File: src/rtl/alu_sequencer_if.sv
// alu_sequencer_if
//   Bundles the three channels around the sequencer:
//     request  : req_valid/req_ready handshake, req_op, req_wide, req_usecf, req_a, req_b
//     unit     : alu_a, alu_b, alu_sel (one-hot), alu_cin out; alu_out, alu_zout, alu_cout back
//     response : rsp_valid/rsp_ready handshake, rsp_data, rsp_z, rsp_c, rsp_err
//   slave  : the sequencer side
//   master : the environment side (request source, arithmetic unit, response sink)
interface alu_sequencer_if #(
    parameter int NUM_OPS = 10
);
    logic               req_valid;
    logic               req_ready;
    logic [3:0]         req_op;
    logic               req_wide;
    logic               req_usecf;
    logic [31:0]        req_a;
    logic [31:0]        req_b;

    logic [15:0]        alu_a;
    logic [15:0]        alu_b;
    logic [NUM_OPS-1:0] alu_sel;
    logic               alu_cin;
    logic [15:0]        alu_out;
    logic               alu_zout;
    logic               alu_cout;

    logic               rsp_valid;
    logic               rsp_ready;
    logic [31:0]        rsp_data;
    logic               rsp_z;
    logic               rsp_c;
    logic               rsp_err;

    modport slave (
        input  req_valid, req_op, req_wide, req_usecf, req_a, req_b,
        output req_ready,
        output alu_a, alu_b, alu_sel, alu_cin,
        input  alu_out, alu_zout, alu_cout,
        output rsp_valid, rsp_data, rsp_z, rsp_c, rsp_err,
        input  rsp_ready
    );

    modport master (
        output req_valid, req_op, req_wide, req_usecf, req_a, req_b,
        input  req_ready,
        input  alu_a, alu_b, alu_sel, alu_cin,
        output alu_out, alu_zout, alu_cout,
        input  rsp_valid, rsp_data, rsp_z, rsp_c, rsp_err,
        output rsp_ready
    );
endinterface

File: src/rtl/alu_sequencer.sv
// alu_sequencer
//   Issue-side controller for the 16-bit one-hot-select arithmetic unit.
//   Takes one request at a time, drives one (narrow) or two chained (wide)
//   passes through the unit, and returns result + flags on the response
//   channel. Holds the architectural carry (cf) and zero (zf) flags.
// Ports:
//   clk, rst_n : clock (rising edge), asynchronous active-low reset
//   bus        : alu_sequencer_if.slave (request, unit and response channels)
//   cf, zf     : architectural carry / zero flags
module alu_sequencer #(
    parameter int NUM_OPS = 10
) (
    input  logic             clk,
    input  logic             rst_n,
    alu_sequencer_if.slave   bus,
    output logic             cf,
    output logic             zf
);
    typedef enum logic [1:0] {IDLE, LO, HI, RESP} state_t;

    state_t       state;
    logic         wideQ;
    logic         addSubQ;
    logic [15:0]  aHiQ;
    logic [15:0]  bHiQ;
    logic [15:0]  resLo;
    logic         zLo;

    logic               isAddSub;
    logic               illegal;
    logic [NUM_OPS-1:0] selOf;

    assign isAddSub = (bus.req_op == 4'd6) || (bus.req_op == 4'd7);

    // Shifts, mul8 and cmp have no meaningful carry chain, so no wide form.
    assign illegal = (int'(bus.req_op) >= NUM_OPS) ||
                     (bus.req_wide && (bus.req_op == 4'd4 || bus.req_op == 4'd5 ||
                                       bus.req_op == 4'd8 || bus.req_op == 4'd9));

    // Opcode 0 maps to the top select bit, opcode NUM_OPS-1 to bit 0.
    always_comb begin
        selOf = '0;
        for (int i = 0; i < NUM_OPS; i++)
            selOf[i] = (int'(bus.req_op) == NUM_OPS - 1 - i);
    end

    always_ff @(posedge clk or negedge rst_n) begin
        if (!rst_n) begin
            state         <= IDLE;
            wideQ         <= 1'b0;
            addSubQ       <= 1'b0;
            aHiQ          <= '0;
            bHiQ          <= '0;
            resLo         <= '0;
            zLo           <= 1'b0;
            cf            <= 1'b0;
            zf            <= 1'b0;
            bus.req_ready <= 1'b0;
            bus.alu_a     <= '0;
            bus.alu_b     <= '0;
            bus.alu_sel   <= '0;
            bus.alu_cin   <= 1'b0;
            bus.rsp_valid <= 1'b0;
            bus.rsp_data  <= '0;
            bus.rsp_z     <= 1'b0;
            bus.rsp_c     <= 1'b0;
            bus.rsp_err   <= 1'b0;
        end else begin
            case (state)
                IDLE: begin
                    if (!bus.req_ready) begin
                        // first cycle out of reset
                        bus.req_ready <= 1'b1;
                    end else if (bus.req_valid) begin
                        bus.req_ready <= 1'b0;
                        wideQ         <= bus.req_wide;
                        addSubQ       <= isAddSub;
                        aHiQ          <= bus.req_a[31:16];
                        bHiQ          <= bus.req_b[31:16];
                        if (illegal) begin
                            state         <= RESP;
                            bus.rsp_valid <= 1'b1;
                            bus.rsp_err   <= 1'b1;
                            bus.rsp_data  <= '0;
                            bus.rsp_z     <= 1'b0;
                            bus.rsp_c     <= 1'b0;
                        end else begin
                            state         <= LO;
                            bus.rsp_err   <= 1'b0;
                            bus.alu_a     <= bus.req_a[15:0];
                            bus.alu_b     <= bus.req_b[15:0];
                            bus.alu_sel   <= selOf;
                            // cf is stable here: nothing else is in flight
                            bus.alu_cin   <= isAddSub & bus.req_usecf & cf;
                        end
                    end
                end
                LO: begin
                    if (wideQ) begin
                        state       <= HI;
                        resLo       <= bus.alu_out;
                        zLo         <= bus.alu_zout;
                        bus.alu_a   <= aHiQ;
                        bus.alu_b   <= bHiQ;
                        // chain low-half carry/borrow into the high pass
                        bus.alu_cin <= addSubQ & bus.alu_cout;
                    end else begin
                        state         <= RESP;
                        bus.alu_sel   <= '0;
                        bus.alu_cin   <= 1'b0;
                        bus.rsp_valid <= 1'b1;
                        bus.rsp_data  <= {16'h0000, bus.alu_out};
                        bus.rsp_z     <= bus.alu_zout;
                        bus.rsp_c     <= bus.alu_cout;
                        cf            <= bus.alu_cout;
                        zf            <= bus.alu_zout;
                    end
                end
                HI: begin
                    state         <= RESP;
                    bus.alu_sel   <= '0;
                    bus.alu_cin   <= 1'b0;
                    bus.rsp_valid <= 1'b1;
                    bus.rsp_data  <= {bus.alu_out, resLo};
                    bus.rsp_z     <= zLo & bus.alu_zout;
                    bus.rsp_c     <= bus.alu_cout;
                    cf            <= bus.alu_cout;
                    zf            <= zLo & bus.alu_zout;
                end
                RESP: begin
                    if (bus.rsp_ready) begin
                        state         <= IDLE;
                        bus.rsp_valid <= 1'b0;
                        // ready comes back the cycle after the handshake
                        bus.req_ready <= 1'b1;
                    end
                end
                default: state <= IDLE;
            endcase
        end
    end
endmodule

File: src/flat_wrapper.sv
// flat-port wrapper written by rule: the top's interface ports become plain ports
module alu_sequencer_flat 
#(
    parameter int NUM_OPS = 10
)
  (clk, rst_n, cf, zf, bus_req_valid, bus_req_op, bus_req_wide, bus_req_usecf, bus_req_a, bus_req_b, bus_req_ready, bus_alu_a, bus_alu_b, bus_alu_sel, bus_alu_cin, bus_alu_out, bus_alu_zout, bus_alu_cout, bus_rsp_valid, bus_rsp_data, bus_rsp_z, bus_rsp_c, bus_rsp_err, bus_rsp_ready);
  alu_sequencer_if #(.NUM_OPS(NUM_OPS)) bus_i ();
  input  logic clk;
  input  logic rst_n;
  output logic cf;
  output logic zf;
  input wire logic [$bits(bus_i.req_valid)-1:0] bus_req_valid;
  input wire logic [$bits(bus_i.req_op)-1:0] bus_req_op;
  input wire logic [$bits(bus_i.req_wide)-1:0] bus_req_wide;
  input wire logic [$bits(bus_i.req_usecf)-1:0] bus_req_usecf;
  input wire logic [$bits(bus_i.req_a)-1:0] bus_req_a;
  input wire logic [$bits(bus_i.req_b)-1:0] bus_req_b;
  output wire logic [$bits(bus_i.req_ready)-1:0] bus_req_ready;
  output wire logic [$bits(bus_i.alu_a)-1:0] bus_alu_a;
  output wire logic [$bits(bus_i.alu_b)-1:0] bus_alu_b;
  output wire logic [$bits(bus_i.alu_sel)-1:0] bus_alu_sel;
  output wire logic [$bits(bus_i.alu_cin)-1:0] bus_alu_cin;
  input wire logic [$bits(bus_i.alu_out)-1:0] bus_alu_out;
  input wire logic [$bits(bus_i.alu_zout)-1:0] bus_alu_zout;
  input wire logic [$bits(bus_i.alu_cout)-1:0] bus_alu_cout;
  output wire logic [$bits(bus_i.rsp_valid)-1:0] bus_rsp_valid;
  output wire logic [$bits(bus_i.rsp_data)-1:0] bus_rsp_data;
  output wire logic [$bits(bus_i.rsp_z)-1:0] bus_rsp_z;
  output wire logic [$bits(bus_i.rsp_c)-1:0] bus_rsp_c;
  output wire logic [$bits(bus_i.rsp_err)-1:0] bus_rsp_err;
  input wire logic [$bits(bus_i.rsp_ready)-1:0] bus_rsp_ready;
  assign bus_i.req_valid = bus_req_valid;
  assign bus_i.req_op = bus_req_op;
  assign bus_i.req_wide = bus_req_wide;
  assign bus_i.req_usecf = bus_req_usecf;
  assign bus_i.req_a = bus_req_a;
  assign bus_i.req_b = bus_req_b;
  assign bus_req_ready = bus_i.req_ready;
  assign bus_alu_a = bus_i.alu_a;
  assign bus_alu_b = bus_i.alu_b;
  assign bus_alu_sel = bus_i.alu_sel;
  assign bus_alu_cin = bus_i.alu_cin;
  assign bus_i.alu_out = bus_alu_out;
  assign bus_i.alu_zout = bus_alu_zout;
  assign bus_i.alu_cout = bus_alu_cout;
  assign bus_rsp_valid = bus_i.rsp_valid;
  assign bus_rsp_data = bus_i.rsp_data;
  assign bus_rsp_z = bus_i.rsp_z;
  assign bus_rsp_c = bus_i.rsp_c;
  assign bus_rsp_err = bus_i.rsp_err;
  assign bus_i.rsp_ready = bus_rsp_ready;
  alu_sequencer #(.NUM_OPS(NUM_OPS)) u_core (.clk(clk), .rst_n(rst_n), .bus(bus_i), .cf(cf), .zf(zf));
endmodule
File: config.mk
export PLATFORM = sky130hd
export DESIGN_NAME = alu_sequencer_flat
export DESIGN_NICKNAME = d
export VERILOG_FILES = /design/src/rtl/alu_sequencer_if.sv /design/src/rtl/alu_sequencer.sv /design/src/flat_wrapper.sv
export SDC_FILE = /design/constraint.sdc
export NUM_CORES = 1
export LEC_CHECK = 0
export CORE_UTILIZATION = 48
export DETAILED_ROUTE_END_ITERATION = 10
export PLACE_DENSITY = 0.88
export SLEW_MARGIN = 20
export SYNTH_ARGS = -nofsm -noshare
export SYNTH_HDL_FRONTEND = slang
export SYNTH_SLANG_ARGS = --single-unit
export TNS_END_PERCENT = 20
File: constraint.sdc
create_clock -name clk -period 2.2 [get_ports clk]
set_input_delay 0.44 -clock clk [delete_from_list [all_inputs] [get_ports clk]]
set_output_delay 0.44 -clock clk [all_outputs]
set_load 0.02 [all_outputs]
==> results of run 1 <==
[per-stage QoR]
step	cells	hold slack, ns	setup TNS, ns
finish	843	-0.0195	0
CTS	843	0.000649	0
global placement	811	0.441	-3.56
detailed placement	811	0.444	-5.49
floorplan	484	0.144	0
global route	843	0.0230	0
[layer usage]
metal  vias up  part of all wire [%]  global-route usage, %
met2       180                    50                   41.3
li1       2077                     -                      -
met5         -                     0                      0
met1      2277                    39                   28.1
met3        21                   8.4                   8.43
met4         0                   1.9                   10.6
[state kept, by name, indices dropped and copies added, names as in the netlist, 2 cells and up]
register,cells
u_core.state,2
u_core.resLo,16
u_core.bHiQ,16
u_core.bus.rsp_data,32
u_core.aHiQ,16
u_core.bus.alu_a,16
u_core.bus.alu_b,16
u_core.bus.alu_sel,10
[final cells by class]
cell class	instances	area, µm²	area share (%)
clock buffers	19	453	5.19
clock inverters	13	154	1.76
inverters	37	139	1.59
multi-input cells	276	2440	28.0
flip-flops and latches	135	3380	38.7
well taps	168	210	2.41
repair buffers	195	1950	22.4
[cell usage in the layout (no fill, tap or decap), types with 4 or more instances in the layout]
master and count:
sky130_fd_sc_hd__nand2_1 8, sky130_fd_sc_hd__mux2_2 101, sky130_fd_sc_hd__buf_4 17, sky130_fd_sc_hd__mux2_4 10, sky130_fd_sc_hd__clkdlybuf4s50_1 172, sky130_fd_sc_hd__nor2_1 9, sky130_fd_sc_hd__o22ai_1 35, sky130_fd_sc_hd__clkinvlp_4 4
sky130_fd_sc_hd__a22o_1 17, sky130_fd_sc_hd__o21ai_0 9, sky130_fd_sc_hd__mux2_1 16, sky130_fd_sc_hd__nand2b_1 4, sky130_fd_sc_hd__inv_1 37, sky130_fd_sc_hd__buf_12 4, sky130_fd_sc_hd__clkbuf_16 17, sky130_fd_sc_hd__nand3_1 36
sky130_fd_sc_hd__clkinv_2 5, sky130_fd_sc_hd__dfrtp_1 135
[worst paths after layout]
check | depth (start not counted) | endpoint | slack [ns]
max | 7 | u_core.bus.alu_a[8]$_DFFE_PN0P_ | 0.15
min in group clk | 1 | u_core.bus.alu_a[4]$_DFFE_PN0P_ | 0.49
max reg2reg | 7 | u_core.bus.alu_a[8]$_DFFE_PN0P_ | 0.15
min | 1 | u_core.bus.alu_sel[1]$_DFFE_PN0P_ | -0.02
max in group asynchronous | 2 | u_core.bus.alu_b[0]$_DFFE_PN0P_ | 1.57
min reg2reg | 1 | u_core.bus.alu_a[4]$_DFFE_PN0P_ | 0.49
[kinds of logic (layout without fill, tap and decap cells)]
family          count (synthesis)  in the layout  share of synthesized area, %
flops                         135            135                          55.0
mux                           127            127                          23.9
compound gates                 74             74                          8.84
buf+inv                        73            264                          5.54
simple gates                   71             71                          5.93
fa+ha+maj                       4              4                         0.815
[power by group]
part           switching [mW]  internal, mW  total [mW]
Combinational            3.07          3.17        6.25
Sequential              0.582          3.54        4.12
Clock                    1.05          1.83        2.88
Total                    4.71          8.55        13.3
[what timing repair did]
item | in CTS | in global routing
setup endpoints to repair | 0 | 20
resized for setup | 0 | 2
hold buffers | 0 | 0
buffers inserted | 0 | 0
==> results.rst, run 1 <==
.. list-table::
   :header-rows: 1

   * - Metric
     - Value
   * - Outcome
     - complete, but fails checks
   * - Failing checks
     - negative hold slack
   * - Fraction of layout instances using a drive strength above 1
     - 25.9%
   * - DRC violation count after routing
     - 0
   * - Cells after synthesis
     - 484
   * - Worst setup SP type
     - flip-flop
   * - Wire per inst
     - 17.9 µm
   * - Floorplan die width
     - 115 µm
   * - Clock root buffer
     - sky130_fd_sc_hd__clkbuf_16
   * - Critical Path Start
     - u_core.state[1]$_DFFE_PN0P_
   * - Share of async-settable or async-resettable flops after synthesis
     - 100%
   * - Total length of routed wires
     - 15100 µm
   * - Clock period minus final worst setup slack
     - 2.05 ns
   * - Tightest hold margin
     - -0.0195 ns
   * - FMAX
     - 487 MHz
   * - Library cell with the highest instance count after synthesis
     - sky130_fd_sc_hd__dfrtp_1
   * - Clock tree from TritonCTS
     - done
   * - Synthesized area
     - 6140 µm²
   * - Detailed-route via count
     - 4555
   * - Post-synthesis sequential element count
     - 135
   * - Utilization after layout
     - 71.2%
   * - Placed cell area
     - 8120 µm²
   * - Path category of the worst min-delay check
     - in -> async
   * - Count of buffer and inverter cells on the critical path
     - 3
   * - Final estimated routing congestion in global placement
     - 0.836
   * - Maximum number of pins on one net before global-route repair
     - 60
   * - Via-to-Cell Ratio
     - 5.40
   * - First-pass GRT wire length
     - 24400 µm
   * - Clock-pin transition on the worst setup and hold timing paths
     - 0.06 ns
   * - Total overflow reported by the global router
     - 0
   * - Number of endpoints with negative hold slack in the final report
     - 14
   * - Number of antenna violations at the first check in global routing
     - 0
   * - Leakage power total
     - 3.70 nW
   * - Max-capacitance violation count
     - 0
   * - Number of antenna cells inserted
     - 0
   * - Clock buffer depth
     - 2
   * - Post-route clock period utilization
     - 93.4%
   * - Total routing resource utilization after global routing
     - 24.4%
   * - Class of the most critical setup path
     - reg -> reg
   * - Fraction of the yosys area taken by sequential cells
     - 55.0%
   * - Unique masters post-synth
     - 39
   * - Final std cell area, no fill
     - 8730 µm²
   * - HPWL after detailed placement
     - 10400 µm
   * - Die height
     - 115 µm
   * - Fill count
     - 811
   * - Startpoint of the most critical register-to-register path
     - u_core.state[1]$_DFFE_PN0P_
   * - Floorplan die area
     - 13300 µm²
   * - Post-synth top area cell
     - sky130_fd_sc_hd__dfrtp_1
   * - CP max FO
     - 32
   * - Iter 0 DRT Violations
     - 322
   * - Clk sinks
     - 135
   * - Power, Total
     - 13.3 mW
   * - Count of endpoints failing setup in the final report
     - 0
   * - Cells taking the most area after synthesis
     - sky130_fd_sc_hd__dfrtp_1 55%, sky130_fd_sc_hd__mux2_2 19%, sky130_fd_sc_hd__o22ai_1 3.6%
   * - Placeable core region
     - 12300 µm²
   * - Remaining max-slew budget at the tightest pin
     - 63.7%
   * - Most used DFF post-synth
     - sky130_fd_sc_hd__dfrtp_1
   * - First-pass iteration count of the detailed router
     - 4
   * - Worst stage delay on the critical path
     - 0.41 ns
   * - Inserted Clock Buffers
     - 17
   * - Num rows
     - 40
   * - Kind of cell adding the most delay to the critical path
     - buffers and inverters
   * - Cell types with the highest counts after synthesis
     - 135 x sky130_fd_sc_hd__dfrtp_1, 101 x sky130_fd_sc_hd__mux2_2, 37 x sky130_fd_sc_hd__inv_1, 37 x sky130_fd_sc_hd__nand3_1, 35 x sky130_fd_sc_hd__o22ai_1
   * - Number of nets still failing antenna checks after routing
     - 0
   * - Crit path capture type
     - flip-flop
   * - Slowest stage cell on the critical path
     - sky130_fd_sc_hd__dfrtp_1
   * - Yosys warning count
     - 0
   * - Synth-to-Final Area Change
     - 42.1%
   * - Setup WS post-layout
     - 0.145 ns
   * - Level count of the clock H-tree
     - 4
   * - Measured slew at the worst slew-check pin
     - 0.544 ns
   * - Number of input and output port buffers inserted
     - 173
   * - PD cells
     - 1520 nW/µm²
   * - Synth top area share
     - 55.0%
   * - Number of global-route vias before repair
     - 4830
   * - Final Slew Violations
     - 0
   * - Worst Path Required
     - 2.50 ns
   * - Critical-path cell list
     - inv_1, ha_1, a21bo_4, buf_4, o311ai_4, buf_12, mux2_2
   * - Setup repair after global routing missed its margin
     - false
   * - EDFF count, synth
     - 0
   * - Mapped Nets
     - 580
   * - Pre-CTS setup slack
     - -0.225 ns
   * - Post-layout nets
     - 758
   * - Initial core utilization
     - 50.1%
   * - Syn avg cell area
     - 12.7 µm²
   * - Insertion delay of the later-clocked pin in the worst-skew pair
     - 0.42 ns
   * - Worst voltage drop across the vdd grid
     - 0.000904 V
   * - Number of primary I/O pins
     - 174
   * - Post-route clock skew
     - 0.00537 ns
   * - Critical path arrival
     - 2.36 ns
Note: power is estimated with default switching activity, not from simulation.
==> inputs of run 2 (changes only) <==
Settings changed: SLEW_MARGIN 20 to not set.
==> results of run 2 <==
No change in the layout: final DEF, timing and power equal those of run 1.
==> inputs of run 3 (changes only) <==
Settings changed: CORE_MARGIN set to 2.
==> run 3 against run 2 <==
The run now ends clean. Sequential power is essentially flat. Total power shrank 1.8%. Utilization shrank 1.9 points. Combinational power is essentially flat. Flip-flop and latch count is the same. Worst hold slack gained 0.50 ns. Global-route usage shrank 1.5 points. Count of clock-buffer cells in the layout grew 2. Clock power shrank 9.0%. Fmax shrank 1.6%.
==> results.rst, run 3 (synthesis results as in run 1) <==
.. list-table::
   :header-rows: 1

   * - Metric
     - Value
   * - Outcome
     - finished, final reports clean
   * - Critical path arrival
     - 2.38 ns (+0.02 ns)
   * - Path category of the worst min-delay check
     - reg -> reg
   * - Slowest stage cell on the critical path
     - sky130_fd_sc_hd__dfrtp_1
   * - Number of cells on the worst reg-to-reg path
     - 7 (unchanged)
   * - Critical Path Start
     - u_core.state[1]$_DFFE_PN0P_
   * - Number of cells on the critical path
     - 7 (unchanged)
   * - First-pass iteration count of the detailed router
     - 4 (unchanged)
   * - Number of global-route vias before repair
     - 4780 (-1.0%)
   * - Max-capacitance violation count
     - 0 (unchanged)
   * - Critical-path cell list
     - inv_1, ha_1, a21bo_4, buf_4, o311ai_4, buf_12, mux2_2
   * - Total routing resource utilization after global routing
     - 22.9% (-1.5 points)
   * - Worst Path Required
     - 2.49 ns (about the same)
   * - Wire per inst
     - 17.7 µm (-1.1%)
   * - HPWL after detailed placement
     - 10400 µm (-0.42%)
   * - Remaining max-slew budget at the tightest pin
     - 65.1% (+1.4 points)
   * - Number of standard cells in the layout, taps in and fillers out
     - 846 (+0.36%)
   * - Number of flip-flops under the largest register name
     - 32 (unchanged)
   * - CP max FO
     - 32 (unchanged)
   * - Iter 0 DRT Violations
     - 312 (-3.1%)
   * - Detailed-route via count
     - 4539 (-0.35%)
   * - Crit path capture type
     - flip-flop
   * - Fraction of power consumed by combinational cells
     - 48.2% (+1.1 points)
   * - Number of antenna cells inserted
     - 0 (unchanged)
   * - Via-to-Cell Ratio
     - 5.37 (-0.70%)
   * - Total overflow reported by the global router
     - 0 (unchanged)
   * - Clock root buffer
     - sky130_fd_sc_hd__clkbuf_16
   * - Post-layout nets
     - 760 (+0.26%)
   * - Reg2reg setup slack
     - 0.11 ns (-0.03 ns)
   * - Inserted Clock Buffers
     - 17 (unchanged)
   * - Worst stage delay on the critical path
     - 0.42 ns (about the same)
   * - DP Cell Count
     - 816 (+0.62%)
   * - Final Slew Violations
     - 0 (unchanged)
   * - Measured slew at the worst slew-check pin
     - 0.524 ns (-0.0203 ns)
   * - Last element of the critical path
     - u_core.bus.alu_a[15]$_DFFE_PN0P_
   * - Worst setup SP type
     - flip-flop
   * - Fraction of met3 tracks used by global routing
     - 8.03% (-0.40 points)
   * - Number of primary I/O pins
     - 174 (unchanged)
   * - Clock buffer depth
     - 2 (unchanged)
   * - Synth-to-Final Area Change
     - 41.8%
   * - GR Util met2
     - 39.4% (-1.9 points)
   * - Post-route clock period utilization
     - 95.0% (+1.6 points)
   * - Leakage power total
     - 3.69 nW (-0.32%)
   * - Endpoint of the most critical register-to-register path
     - u_core.bus.alu_a[15]$_DFFE_PN0P_
   * - Clock tree from TritonCTS
     - done
   * - Net Switching
     - 4.66 mW (-1.0%)
   * - Top library cells by usage in the layout, fill and taps aside
     - 172 x sky130_fd_sc_hd__clkdlybuf4s50_1, 135 x sky130_fd_sc_hd__dfrtp_1, 101 x sky130_fd_sc_hd__mux2_2
   * - Setup repair after global routing missed its margin
     - false
   * - Startpoint of the most critical register-to-register path
     - u_core.state[1]$_DFFE_PN0P_
   * - Number of nets still failing antenna checks after routing
     - 0 (unchanged)
   * - Insertion delay of the later-clocked pin in the worst-skew pair
     - 0.42 ns (about the same)
   * - Final estimated routing congestion in global placement
     - 0.786 (-6.0%)
   * - Fraction of layout instances using a drive strength above 1
     - 25.5% (-0.41 points)
   * - Proportion of power drawn by flip-flops and latches
     - 31.7% (+0.6 points)
   * - Layer with the highest usage after global routing
     - met2
   * - Num rows
     - 41 (+2.5%)
   * - Internal power component
     - 8.36 mW (-2.2%)
   * - Floorplan die area
     - 13700 µm² (+3.5%)
   * - Number of input and output port buffers inserted
     - 173 (unchanged)
   * - Initial core utilization
     - 48.9% (-1.2 points)
   * - Post-route clock skew
     - 0.00967 ns (+0.00431 ns)
   * - Leading cell type in the layout, fill and taps excluded
     - sky130_fd_sc_hd__clkdlybuf4s50_1
   * - Clock-pin transition on the worst setup and hold timing paths
     - 0.05 ns (about the same)
   * - Placeable core region
     - 12600 µm² (+2.5%)
   * - Switching fraction of total power
     - 35.8% (+0.27 points)
   * - Routing usage on met1
     - 26.9% (-1.2 points)
   * - Kind of cell adding the most delay to the critical path
     - buffers and inverters
   * - Fill count
     - 869 (+7.2%)
   * - PD cells
     - 1490 nW/µm² (-1.6%)
   * - FMAX
     - 479 MHz (-1.6%)
   * - Clock period minus final worst setup slack
     - 2.09 ns (+0.0344 ns)
   * - Number of endpoints with negative hold slack in the final report
     - 0 (-14)
   * - Clock power share
     - 20.1% (-1.7 points)
   * - Most flops, register
     - u_core.bus.rsp_data
   * - Tightest hold margin
     - 0.485 ns (+0.504 ns)
   * - Count of endpoints failing setup in the final report
     - 0 (unchanged)
   * - Number of antenna violations at the first check in global routing
     - 0 (unchanged)
   * - Count of buffer and inverter cells on the critical path
     - 3 (unchanged)
   * - Level count of the clock H-tree
     - 4 (unchanged)
   * - Floorplan die width
     - 117 µm (+1.7%)
   * - Maximum number of pins on one net before global-route repair
     - 56 (-6.7%)
   * - First-pass GRT wire length
     - 23900 µm (-2.1%)
   * - Total length of routed wires
     - 15000 µm (-0.70%)
   * - Class of the most critical setup path
     - reg -> reg
   * - Die height
     - 117 µm (+1.7%)
   * - DRC violation count after routing
     - 0 (unchanged)
   * - Clk sinks
     - 135 (unchanged)
   * - Worst voltage drop across the vdd grid
     - 0.000818 V (-9.5%)
run 3: stage by stage:
stage / cell area, µm² / TNS [ns] / worst slack (ns) / util (%) / power [mW]
detailed placement: 8150 / -5.66 / -0.222 / 64.9 / 10.4
global placement: 8150 / -3.70 / -0.145 / 64.9 / 10.1
CTS: 8710 / 0 / 0.112 / 69.3 / 13.1
floorplan: 6140 / 0 / 0.214 / - / 8.20
finish: 8710 / 0 / 0.111 / 69.3 / 13.0
global route: 8710 / 0 / 0.0235 / 69.3 / 13.7
run 3: area by class of cell:
cell class	count	area, µm²	share of cell area (%)
Clock inverter	8	76.3	0.876
Clock buffer	21	470	5.40
Sequential cell	135	3380	38.8
Inverter	37	139	1.59
Multi-Input combinational cell	276	2440	28.0
Timing Repair Buffer	197	1990	22.8
Tap cell	172	215	2.47
run 3: per-layer routing:
layer | vias to the layer above | part of all wire [%]
li1 | 2087 | -
met1 | 2260 | 40
met2 | 171 | 51
met5 | - | 0
met4 | 0 | 1.6
met3 | 21 | 8.0
run 3: worst min-delay path by stage:
stage                                           startpoint                                  end  slack, ns  depth (start not counted)
final                     u_core.bus.alu_a[11]$_DFFE_PN0P_     u_core.bus.alu_a[11]$_DFFE_PN0P_       0.48                          1
after global routing          u_core.resLo[15]$_DFFE_PN0P_         u_core.resLo[15]$_DFFE_PN0P_       0.52                          1
after CTS                 u_core.bus.alu_a[11]$_DFFE_PN0P_     u_core.bus.alu_a[11]$_DFFE_PN0P_       0.49                          1
after detailed placement                             rst_n  u_core.bus.rsp_data[10]$_DFFE_PN0P_       0.44                          1
after global placement                               rst_n    u_core.bus.alu_sel[2]$_DFFE_PN0P_       0.43                          1
after floorplan                                      rst_n           u_core.aHiQ[0]$_DFFE_PN0P_       0.14                          0
run 3: power groups by stage:
stage / clock (mW) / sequential, mW / combinational (mW)
final: 2.62 / 4.12 / 6.28
after global routing: 2.76 / 4.24 / 6.73
after CTS: 2.66 / 4.12 / 6.32
after detailed placement: 0 / 4.13 / 6.25
after global placement: 0 / 4.05 / 6.04
after floorplan: 0 / 4.62 / 3.59
run 3: what timing repair did:
action / CTS / global route
hold endpoints to repair: 1 / 0
gates resized for setup: 1 / 0
endpoints found under the setup margin: 10 / 0
hold buffers: 1 / 0
buffers inserted: 0 / 0
